<file path="config.mk">
export PLATFORM = sky130hd
export DESIGN_NAME = rename_dispatch
export DESIGN_NICKNAME = d
export VERILOG_FILES = /design/src/rtl/rename_pkg.sv /design/src/rtl/rename_dispatch_chk.sv /design/src/rtl/rename_free_list.sv /design/src/rtl/rename_dispatch.sv
export SDC_FILE = /design/constraint.sdc
export NUM_CORES = 2
export LEC_CHECK = 0
export BUFFER_PORTS_ARGS = -buffer_cell sky130_fd_sc_hd__buf_4
export CORE_ASPECT_RATIO = 1.2
export CORE_UTILIZATION = 25
export CTS_BUF_LIST = sky130_fd_sc_hd__clkbuf_8 sky130_fd_sc_hd__clkbuf_16
export CTS_CLUSTER_DIAMETER = 60
export DETAILED_ROUTE_END_ITERATION = 6
export PLACE_DENSITY_LB_ADDON = 0.05
export SLEW_MARGIN = 20
export SYNTH_ARGS = -nofsm -noshare
export SYNTH_HDL_FRONTEND = slang
export SYNTH_SLANG_ARGS = --single-unit
</file>
<file path="constraint.sdc">
create_clock -name clk -period 22.8 [get_ports clk]
set_input_delay 2.28 -clock clk [delete_from_list [all_inputs] [get_ports clk]]
set_output_delay 2.28 -clock clk [all_outputs]
set_load 0.03 [all_outputs]
</file>
<file path="src/rtl/rename_pkg.sv">
// Shared definitions for the rename/dispatch stage.
// Holds the architectural/physical register counts, the derived widths, the
// physical-register and free-list pointer types, the renamed-entry bundle that
// leaves the stage, and the free-list empty test.
package rename_pkg;

  localparam int NUM_AREG  = 32;
  localparam int NUM_PREG  = 64;
  localparam int PAYLOAD_W = 64;
  localparam int FL_DEPTH  = NUM_PREG - NUM_AREG;
  localparam int PREG_W    = $clog2(NUM_PREG);
  localparam int AREG_W    = $clog2(NUM_AREG);
  // One extra pointer bit tells a full ring apart from an empty one.
  localparam int PTR_W     = $clog2(FL_DEPTH) + 1;

  typedef logic [PREG_W-1:0] preg_t;
  typedef logic [AREG_W-1:0] areg_t;
  typedef logic [PTR_W-1:0]  fl_ptr_t;

  typedef struct packed {
    logic [31:0]          pc;
    preg_t                prs;
    preg_t                prt;
    preg_t                prw;
    preg_t                old_prw;
    logic                 uses_rw;
    logic [PAYLOAD_W-1:0] payload;
  } rename_entry_t;

  // Pointers include the wrap bit, so equality means nothing is left to allocate.
  function automatic logic fl_is_empty(input fl_ptr_t head, input fl_ptr_t tail);
    return head == tail;
  endfunction

endpackage

</file>
<file path="src/rtl/rename_dispatch_chk.sv">
// Protocol checker for rename_dispatch: a retiring instruction that claims a
// destination must not name $0, which is never renamed.
// Ports: clk, rst, and the commit port fields it observes.
module rename_dispatch_chk
  import rename_pkg::*;
(
  input logic  clk,
  input logic  rst,
  input logic  commit_valid,
  input logic  commit_uses_rw,
  input areg_t commit_arch_rw
);

  a_commit_no_r0: assert property (@(posedge clk) disable iff (rst)
    !(commit_valid && commit_uses_rw && (commit_arch_rw == areg_t'(0))));

endmodule

</file>
<file path="src/rtl/rename_free_list.sv">
// Circular free list of physical registers.
// spec_head : next preg handed out by rename (speculative)
// commit_head: spec_head as it would be if only retired instructions had allocated
// tail      : where retiring instructions return their old preg
// Ports:
//   clk, rst    clock, asynchronous active-high reset
//   pop         rename allocates head_preg this cycle
//   push        an allocating instruction retires (push + advance commit_head)
//   push_preg   preg returned by the retiring instruction
//   recover     flush: spec_head rewinds to commit_head (including this cycle's push)
//   head_preg   preg at spec_head
//   empty       nothing allocatable
module rename_free_list
  import rename_pkg::*;
(
  input  logic  clk,
  input  logic  rst,
  input  logic  pop,
  input  logic  push,
  input  preg_t push_preg,
  input  logic  recover,
  output preg_t head_preg,
  output logic  empty
);

  localparam int IDX_W = PTR_W - 1;

  preg_t   fl [FL_DEPTH];
  fl_ptr_t spec_head;
  fl_ptr_t commit_head;
  fl_ptr_t tail;
  fl_ptr_t commit_head_next;

  assign commit_head_next = push ? commit_head + fl_ptr_t'(1) : commit_head;
  assign head_preg        = fl[spec_head[IDX_W-1:0]];
  assign empty            = fl_is_empty(spec_head, tail);

  // Ring storage and the three pointers; reset leaves pregs NUM_AREG.. queued in order.
  always_ff @(posedge clk or posedge rst) begin
    if (rst) begin
      for (int i = 0; i < FL_DEPTH; i++) begin
        fl[i] <= preg_t'(NUM_AREG + i);
      end
      spec_head   <= '0;
      commit_head <= '0;
      tail        <= fl_ptr_t'(FL_DEPTH);
    end else begin
      if (push) begin
        fl[tail[IDX_W-1:0]] <= push_preg;
        tail                <= tail + fl_ptr_t'(1);
      end
      commit_head <= commit_head_next;
      if (recover) begin
        spec_head <= commit_head_next;
      end else if (pop) begin
        spec_head <= spec_head + fl_ptr_t'(1);
      end
    end
  end

endmodule

</file>
<file path="src/rtl/rename_dispatch.sv">
// Register rename / dispatch stage.
// Maps arch sources/dest to physical registers through the speculative RAT and
// the free list and registers one renamed entry per cycle (valid/ready on both
// sides). The commit port updates the retirement RAT and returns old pregs;
// flush restores the RAT from the retirement RAT.
// Ports:
//   clk, rst                       clock, asynchronous active-high reset
//   in_valid/in_ready              decoded instruction handshake
//   in_pc, in_rs, in_rt, in_rw     instruction PC and arch registers
//   in_uses_rw, in_payload         dest-write flag, opaque pass-through
//   out_valid/out_ready            renamed entry handshake to the instr queue
//   out_pc, out_prs, out_prt       registered PC and phys sources
//   out_prw, out_old_prw           new phys dest and its previous mapping
//   out_uses_rw, out_payload       effective dest-write flag, payload
//   commit_*                       retiring instruction
//   flush                          squash speculative state
// Option: define RENAME_PERF_CNT_EN to add fl_stall_cnt, a saturating count of
// cycles where an allocating instruction waits on an empty free list.
module rename_dispatch
  import rename_pkg::*;
(
  input  logic                 clk,
  input  logic                 rst,
  input  logic                 in_valid,
  output logic                 in_ready,
  input  logic [31:0]          in_pc,
  input  logic [AREG_W-1:0]    in_rs,
  input  logic [AREG_W-1:0]    in_rt,
  input  logic [AREG_W-1:0]    in_rw,
  input  logic                 in_uses_rw,
  input  logic [PAYLOAD_W-1:0] in_payload,
  output logic                 out_valid,
  input  logic                 out_ready,
  output logic [31:0]          out_pc,
  output logic [PREG_W-1:0]    out_prs,
  output logic [PREG_W-1:0]    out_prt,
  output logic [PREG_W-1:0]    out_prw,
  output logic [PREG_W-1:0]    out_old_prw,
  output logic                 out_uses_rw,
  output logic [PAYLOAD_W-1:0] out_payload,
  input  logic                 commit_valid,
  input  logic                 commit_uses_rw,
  input  logic [AREG_W-1:0]    commit_arch_rw,
  input  logic [PREG_W-1:0]    commit_prw,
  input  logic [PREG_W-1:0]    commit_old_prw,
  input  logic                 flush
`ifdef RENAME_PERF_CNT_EN
  ,
  output logic [31:0]          fl_stall_cnt
`endif
);

  preg_t         rat       [NUM_AREG];
  preg_t         rrat      [NUM_AREG];
  preg_t         rrat_next [NUM_AREG];
  rename_entry_t entry_d;
  rename_entry_t entry_q;
  logic          alloc;
  logic          fire;
  logic          commit;
  logic          fl_empty;
  preg_t         fl_head;

  // $0 is hardwired, so it never takes a preg even when the instruction writes it.
  assign alloc    = in_uses_rw && (in_rw != areg_t'(0));
  assign commit   = commit_valid && commit_uses_rw;
  assign in_ready = !flush && (!out_valid || out_ready) && (!alloc || !fl_empty);
  assign fire     = in_valid && in_ready;

  rename_free_list u_free_list (
    .clk       (clk),
    .rst       (rst),
    .pop       (fire && alloc),
    .push      (commit),
    .push_preg (commit_old_prw),
    .recover   (flush),
    .head_preg (fl_head),
    .empty     (fl_empty)
  );

  rename_dispatch_chk u_chk (
    .clk            (clk),
    .rst            (rst),
    .commit_valid   (commit_valid),
    .commit_uses_rw (commit_uses_rw),
    .commit_arch_rw (commit_arch_rw)
  );

  // Retirement RAT after this cycle's commit; flush copies this, so a same-cycle commit is kept.
  always_comb begin
    for (int i = 0; i < NUM_AREG; i++) begin
      rrat_next[i] = (commit && (commit_arch_rw == areg_t'(i)) && (i != 0)) ? commit_prw : rrat[i];
    end
  end

  // Renamed entry; sources read the RAT before this cycle's dest update (rs==rw sees the old preg).
  always_comb begin
    entry_d         = '0;
    entry_d.pc      = in_pc;
    entry_d.prs     = rat[in_rs];
    entry_d.prt     = rat[in_rt];
    entry_d.uses_rw = alloc;
    entry_d.payload = in_payload;
    if (alloc) begin
      entry_d.prw     = fl_head;
      entry_d.old_prw = rat[in_rw];
    end else begin
      entry_d.prw     = preg_t'(0);
      entry_d.old_prw = preg_t'(0);
    end
  end

  // Speculative and retirement RATs.
  always_ff @(posedge clk or posedge rst) begin
    if (rst) begin
      for (int i = 0; i < NUM_AREG; i++) begin
        rat[i]  <= preg_t'(i);
        rrat[i] <= preg_t'(i);
      end
    end else begin
      for (int i = 0; i < NUM_AREG; i++) begin
        rrat[i] <= rrat_next[i];
      end
      if (flush) begin
        for (int i = 0; i < NUM_AREG; i++) begin
          rat[i] <= rrat_next[i];
        end
      end else if (fire && alloc) begin
        rat[in_rw] <= fl_head;
      end
    end
  end

  // Output register: holds steady while the instr queue stalls, dropped on flush.
  always_ff @(posedge clk or posedge rst) begin
    if (rst) begin
      out_valid <= 1'b0;
      entry_q   <= '0;
    end else if (flush) begin
      out_valid <= 1'b0;
    end else if (fire) begin
      out_valid <= 1'b1;
      entry_q   <= entry_d;
    end else if (out_ready) begin
      out_valid <= 1'b0;
    end
  end

  assign out_pc      = entry_q.pc;
  assign out_prs     = entry_q.prs;
  assign out_prt     = entry_q.prt;
  assign out_prw     = entry_q.prw;
  assign out_old_prw = entry_q.old_prw;
  assign out_uses_rw = entry_q.uses_rw;
  assign out_payload = entry_q.payload;

`ifdef RENAME_PERF_CNT_EN
  // Free-list stall counter; saturates and survives flush.
  always_ff @(posedge clk or posedge rst) begin
    if (rst) begin
      fl_stall_cnt <= 32'd0;
    end else if (in_valid && alloc && fl_empty && !flush && (fl_stall_cnt != 32'hFFFF_FFFF)) begin
      fl_stall_cnt <= fl_stall_cnt + 32'd1;
    end
  end
`endif

endmodule

</file>
After elaboration in Yosys (flattened, before gate mapping) --
Cells that the tools add are included.
Word-level totals: bits of input ports 136, ROM bits 0, memories 0, bits in registers 710, latch bits 0, bits in writable memories 0
Cells by class: shift operators 0, multiplexer cells 58, bitwise gates (word level) 6, $lt $le $gt $ge 7, multipliers 0, reductions and logical operators 49, eq/ne operators 32, $add $sub $neg 3, div/mod/pow operators 0
Operators by type and width (count):
- $bwmux W192 | 2
- $mux W192 | 2
- $mux W6 | 44
- $bmux W6 S5 | 4
- $eq A5 B5 Y1 const B | 16
- $demux W6 S5 | 2
- $eq A5 B4 Y1 const B | 8
- $logic_and A1 B1 Y1 | 39
- $ge A6 B6 Y1 const B | 5
- $not A5 Y6 | 5
- $eq A5 B3 Y1 const B | 4
- $add A6 B1 Y6 const B | 3
- $lt A6 B1 Y1 const B | 2
- $mux W12 | 1
- $eq A5 B2 Y1 const B | 2
- $eq A6 B6 Y1 | 1
- $eq A5 B1 Y1 const B | 1
- $reduce_bool A5 Y1 | 1
- $logic_not A1 Y1 | 4
- $mux W1 | 3
- $reduce_bool A3 Y1 | 1
- $logic_or A1 B1 Y1 | 2
- $reduce_and A2 Y1 | 1
- $reduce_bool A2 Y1 | 1
- $not A1 Y1 | 1

Depth between registers and ports, before layout --
depth in word-level cells 9, depth in mapped cells 12, mapped depth without buffers 5

By module --
Synthesis repeated with hierarchy kept, for this count alone.
Unflattened totals: cells, all modules 3140, area total of the unflattened synthesis 38175.4 um^2
By module, submodules not included:
- rename_dispatch | area an instance 28193.3 um^2, instances 1, cells an instance 2461
- rename_free_list | area an instance 9982.1 um^2, instances 1, cells an instance 679

Least setup slack after synthesis --
Ideal clock, no wire load.
path kind input port to output port, from input in_rw[1], to output in_ready, buffers on the path 1, setup slack 16.732 ns, cell stages on the path 5, data arrival time 3.788 ns, required time 20.520 ns, path through buf_2 nor3_1 a21o_1 nor3_1 nor3_1
Between the ends: cells in the longest elaborated chain, start to end 5
RTL lines:
- start, declared | RTL line rename_dispatch.sv:29 | input logic [AREG_W-1:0] in_rw,
- $reduce_bool A5 Y1 | RTL line rename_dispatch.sv:65 | assign alloc = in_uses_rw && (in_rw != areg_t'(0));
- $logic_and A1 B1 Y1 | RTL line rename_dispatch.sv:65
- $logic_not A1 Y1 | RTL line rename_dispatch.sv:67 | assign in_ready = !flush && (!out_valid || out_ready) && (!alloc || !fl_empty);
- $logic_or A1 B1 Y1 | RTL line rename_dispatch.sv:67
- $logic_and A1 B1 Y1 | RTL line rename_dispatch.sv:67
- end, declared | RTL line rename_dispatch.sv:25 | output logic in_ready,
Every way passes these cells.

Worst setup path in the final report --
Same ends and word-level chain as after synthesis.

==> results.py <==
metrics = {
    "sta": {
        "post-route-period-util_pct": 27.0,
        "period_needed_ps": 6170,
        "hold_viol": 0,
        "finalSetupViolations": 0,
        "max_freq_mhz": 162,
        "slew_headroom_pct": 22.6,
        "rsz0062_at_grt": "false",
        "clock_skew_ps": 57.4,
        "layout_setup_ws_ps": 16630,
        "final_max_slew_viol_count": 0,
        "hold_slack_ps": 474,
        "fin_setup_tns_ps": 0,
        "worst_pin_slew_ps": 1160,
    },
    "hold_path": {
        "hp-class": "reg -> reg",
        "hp-start": "out_payload[35]",
    },
    "final_layout": {
        "seq_area_um2": 18100,
        "nets": 3290,
        "drive_gt1_share_pct": 39.6,
        "syn2layout_area_growth_pct": 20.3,
        "nFillCells": 14600,
        "post-route-util_pct": 30.3,
        "final_cells": 5168,
        "multiInputGateArea_um2": 16500,
        "final_area_um2": 43200,
    },
    "clocking": {
        "ctsRootBufferMaster": "clkbuf_16",
        "cts_repair_resize_count": 0,
        "cts_setup_buffers": 0,
        "cts_tree": "built",
        "htree_levels": 3,
        "cts.sinks": 710,
        "clk_pin_slew_ps": 50,
        "insertion_delay_ps": 730,
        "hold_buffers": 0,
        "clockBufferDepth": 3,
        "cts_buffers": 101,
    },
    "floorplanning": {
        "fp.dieW_um": 348,
        "die-area_um2": 145000,
        "io_pins": 259,
        "start_util_pct": 25.2,
        "coreArea_um2": 143000,
        "fp.dieH_um": 417,
        "rows": 152,
    },
    "placed_design": {
        "place_area_um2": 39600,
        "port_buffers": 258,
        "placedCellCount": 4968,
        "gp_congestion": 0.850,
        "dp_hpwl_mm": 100,
        "dp_slack_ps": 16610,
    },
    "worst_setup_path": {
        "path_class": "in -> out",
        "crit_arrival_ps": 3890,
        "r2r-start": "u_free_list.spec_head[0]",
        "critPathLaunch": "in_rw[1]",
        "cpMostUsedCell": "nor3_1",
        "cp.required_ps": 20520,
        "cpLargestDelayFamily": "simple AND/OR/NAND/NOR gates",
        "cpPeakStageDelay_ps": 560,
        "cp-end-kind": "output pin",
        "worstSetupStartpointType": "input port",
        "crit_fanout": 28,
        "cp_slowest_cell": "nor3_1",
        "crit_chain": "buf_4 > nor3_1 > a21o_1 > nor3_1 > nor3_1 > buf_4",
        "cp_num_buf_inv": 2,
    },
    "logic_synthesis": {
        "yosysWarnings": 0,
        "syn_area_per_cell_um2": 12.0,
        "synth_cells": 3007,
        "ys_seq_elements": 710,
        "syn-num-nets": 3149,
        "synth_cell_type_count": 68,
        "async_reset_ff_share_pct": 100,
        "synth-seq-area-share_pct": 50.4,
        "synth_area_um2": 35900,
        "synth_edf_count": 0,
        "synth_ff_type": "dfrtp_1",
    },
    "status": {
        "status": "finished clean",
    },
    "grt": {
        "grt_pass1_vias": 27700,
        "grt_usage_pct": 20.5,
        "grt_max_degree": 158,
        "grt_pass1_wl_mm": 215,
        "antenna_found_initial": 12,
        "grt.overflow.total": 0,
    },
    "route": {
        "drc": 0,
        "finalWirelength_mm": 150,
        "antenna_left": 0,
        "num_vias": 27000,
        "drt_first_pass_iters": 5,
        "vias_per_cell": 5.22,
        "routedWlPerCell_um": 29.1,
        "drt-initial-drc-count": 1876,
    },
    "pwr": {
        "power.total_mw": 4.95,
        "p_leak_nw": 18.6,
        "ir_drop_mv": 0.0944,
        "powerDensity_nw_per_um2": 115,
    },
    "flow_run": {
        "cap_viol_max_count": 0,
    },
}
## cell type report
cell class	count	share of cell area [%]
diodes	6	0.0347
repair buffers	325	5.72
well taps	1925	5.57
flip-flops and latches	710	41.9
clock buffers	124	6.58
clock inverters	68	1.66
multi-input cells	1962	38.1
inverters	48	0.452
## where the power goes
| group | switching [mW] | internal [mW] | leakage, nW |
|---|---|---|---|
| Sequential | 0.235 | 1.60 | 8.54 |
| Combinational | 0.943 | 0.521 | 8.25 |
| Clock | 0.655 | 0.996 | 1.81 |
| Total | 1.83 | 3.12 | 18.6 |
## cell families after synthesis
group	share of synthesized area, %
AO/OA/AOI/OAI	12.1
XOR/XNOR	0.487
adder cells (fa/ha/maj)	0.209
buffers and inverters	4.00
flip-flops	50.4
multiplexers	22.8
AND/OR/NAND/NOR	10.0
## worst register-to-register path: stages, from the launching register on
cell and delay [ps]:
dfrtp_4 820, buf_4 750, mux4_2 700, a22o_1 290, a211o_1 320, and2_1 560
a221o_1 480
## cell usage after synthesis (all sizes together), types with 9 or more instances
library cell	n	area share (%)
nor3	42	0.64
mux2	293	9.2
mux4	175	11
o31ai	61	1.3
o221ai	43	1.0
nor2b	41	0.71
inv	47	0.49
o211a	36	1.0
nor2	33	0.34
a31oi	68	1.2
a22oi	34	0.71
a21oi	65	0.91
clkbuf	190	2.0
dfstp	273	20
and3	17	0.30
o21ai	95	1.3
o22ai	34	0.59
nand4	66	1.2
a221o	50	1.4
o2111ai	16	0.39
nand3b	9	0.19
nand2	439	4.6
nand2b	11	0.19
dfrtp	437	30
nand3	84	1.2
xnor2	11	0.34
buf	97	1.5
a22o	25	0.61
o211ai	32	0.71
mux2i	94	2.6
a211oi	12	0.25
## worst paths after layout
kind                       cells after the start  slack (ps)                  to
min reg2reg                                    2         470     out_payload[35]
min                                            2         470     out_payload[35]
min in group asynchronous                      2        1680           rrat[171]
max in group asynchronous                      6       18070  u_free_list.fl[57]
max reg2reg                                    6       18740            rat[162]
max                                            6       16630            in_ready
## cells in the final DEF (no fill, tap or decap), types with 35 or more instances in the layout
master,synthesis,final
buf_4,14,320
nand4_1,65,65
mux2_2,293,293
inv_1,46,62
a21oi_1,65,65
mux2i_1,94,94
nor3_1,38,35
o211a_1,36,36
clkbuf_16,0,101
nor2b_1,41,38
mux4_2,175,175
o31ai_1,60,60
dfrtp_1,437,435
nand2_1,438,438
a221o_1,50,50
dfstp_2,273,273
a31oi_1,67,67
o21ai_0,92,91
nand3_1,84,84
o221ai_1,43,43
## flip-flops by register name, indices dropped and copies added (netlist names)
signal                   cells
rat                        192
u_free_list.fl             192
rrat                       186
out_payload                 64
out_pc                      32
out_old_prw                  6
out_prs                      6
out_prt                      6
out_prw                      6
u_free_list.commit_head      6
u_free_list.spec_head        6
u_free_list.tail             6
out_uses_rw                  1
out_valid                    1
## per-layer routing
layer  GRT usage [%]  share of wire (%)  wire length (um)  vias up
met5               0              0.035                52        -
met4            7.50                3.5              5300        8
met3            3.23                4.9              7420      202
met2            36.2                 51             77000      816
met1            25.1                 40             60600    14300
li1                -                  -                 -    11600
(Power assumes the default switching activity.)
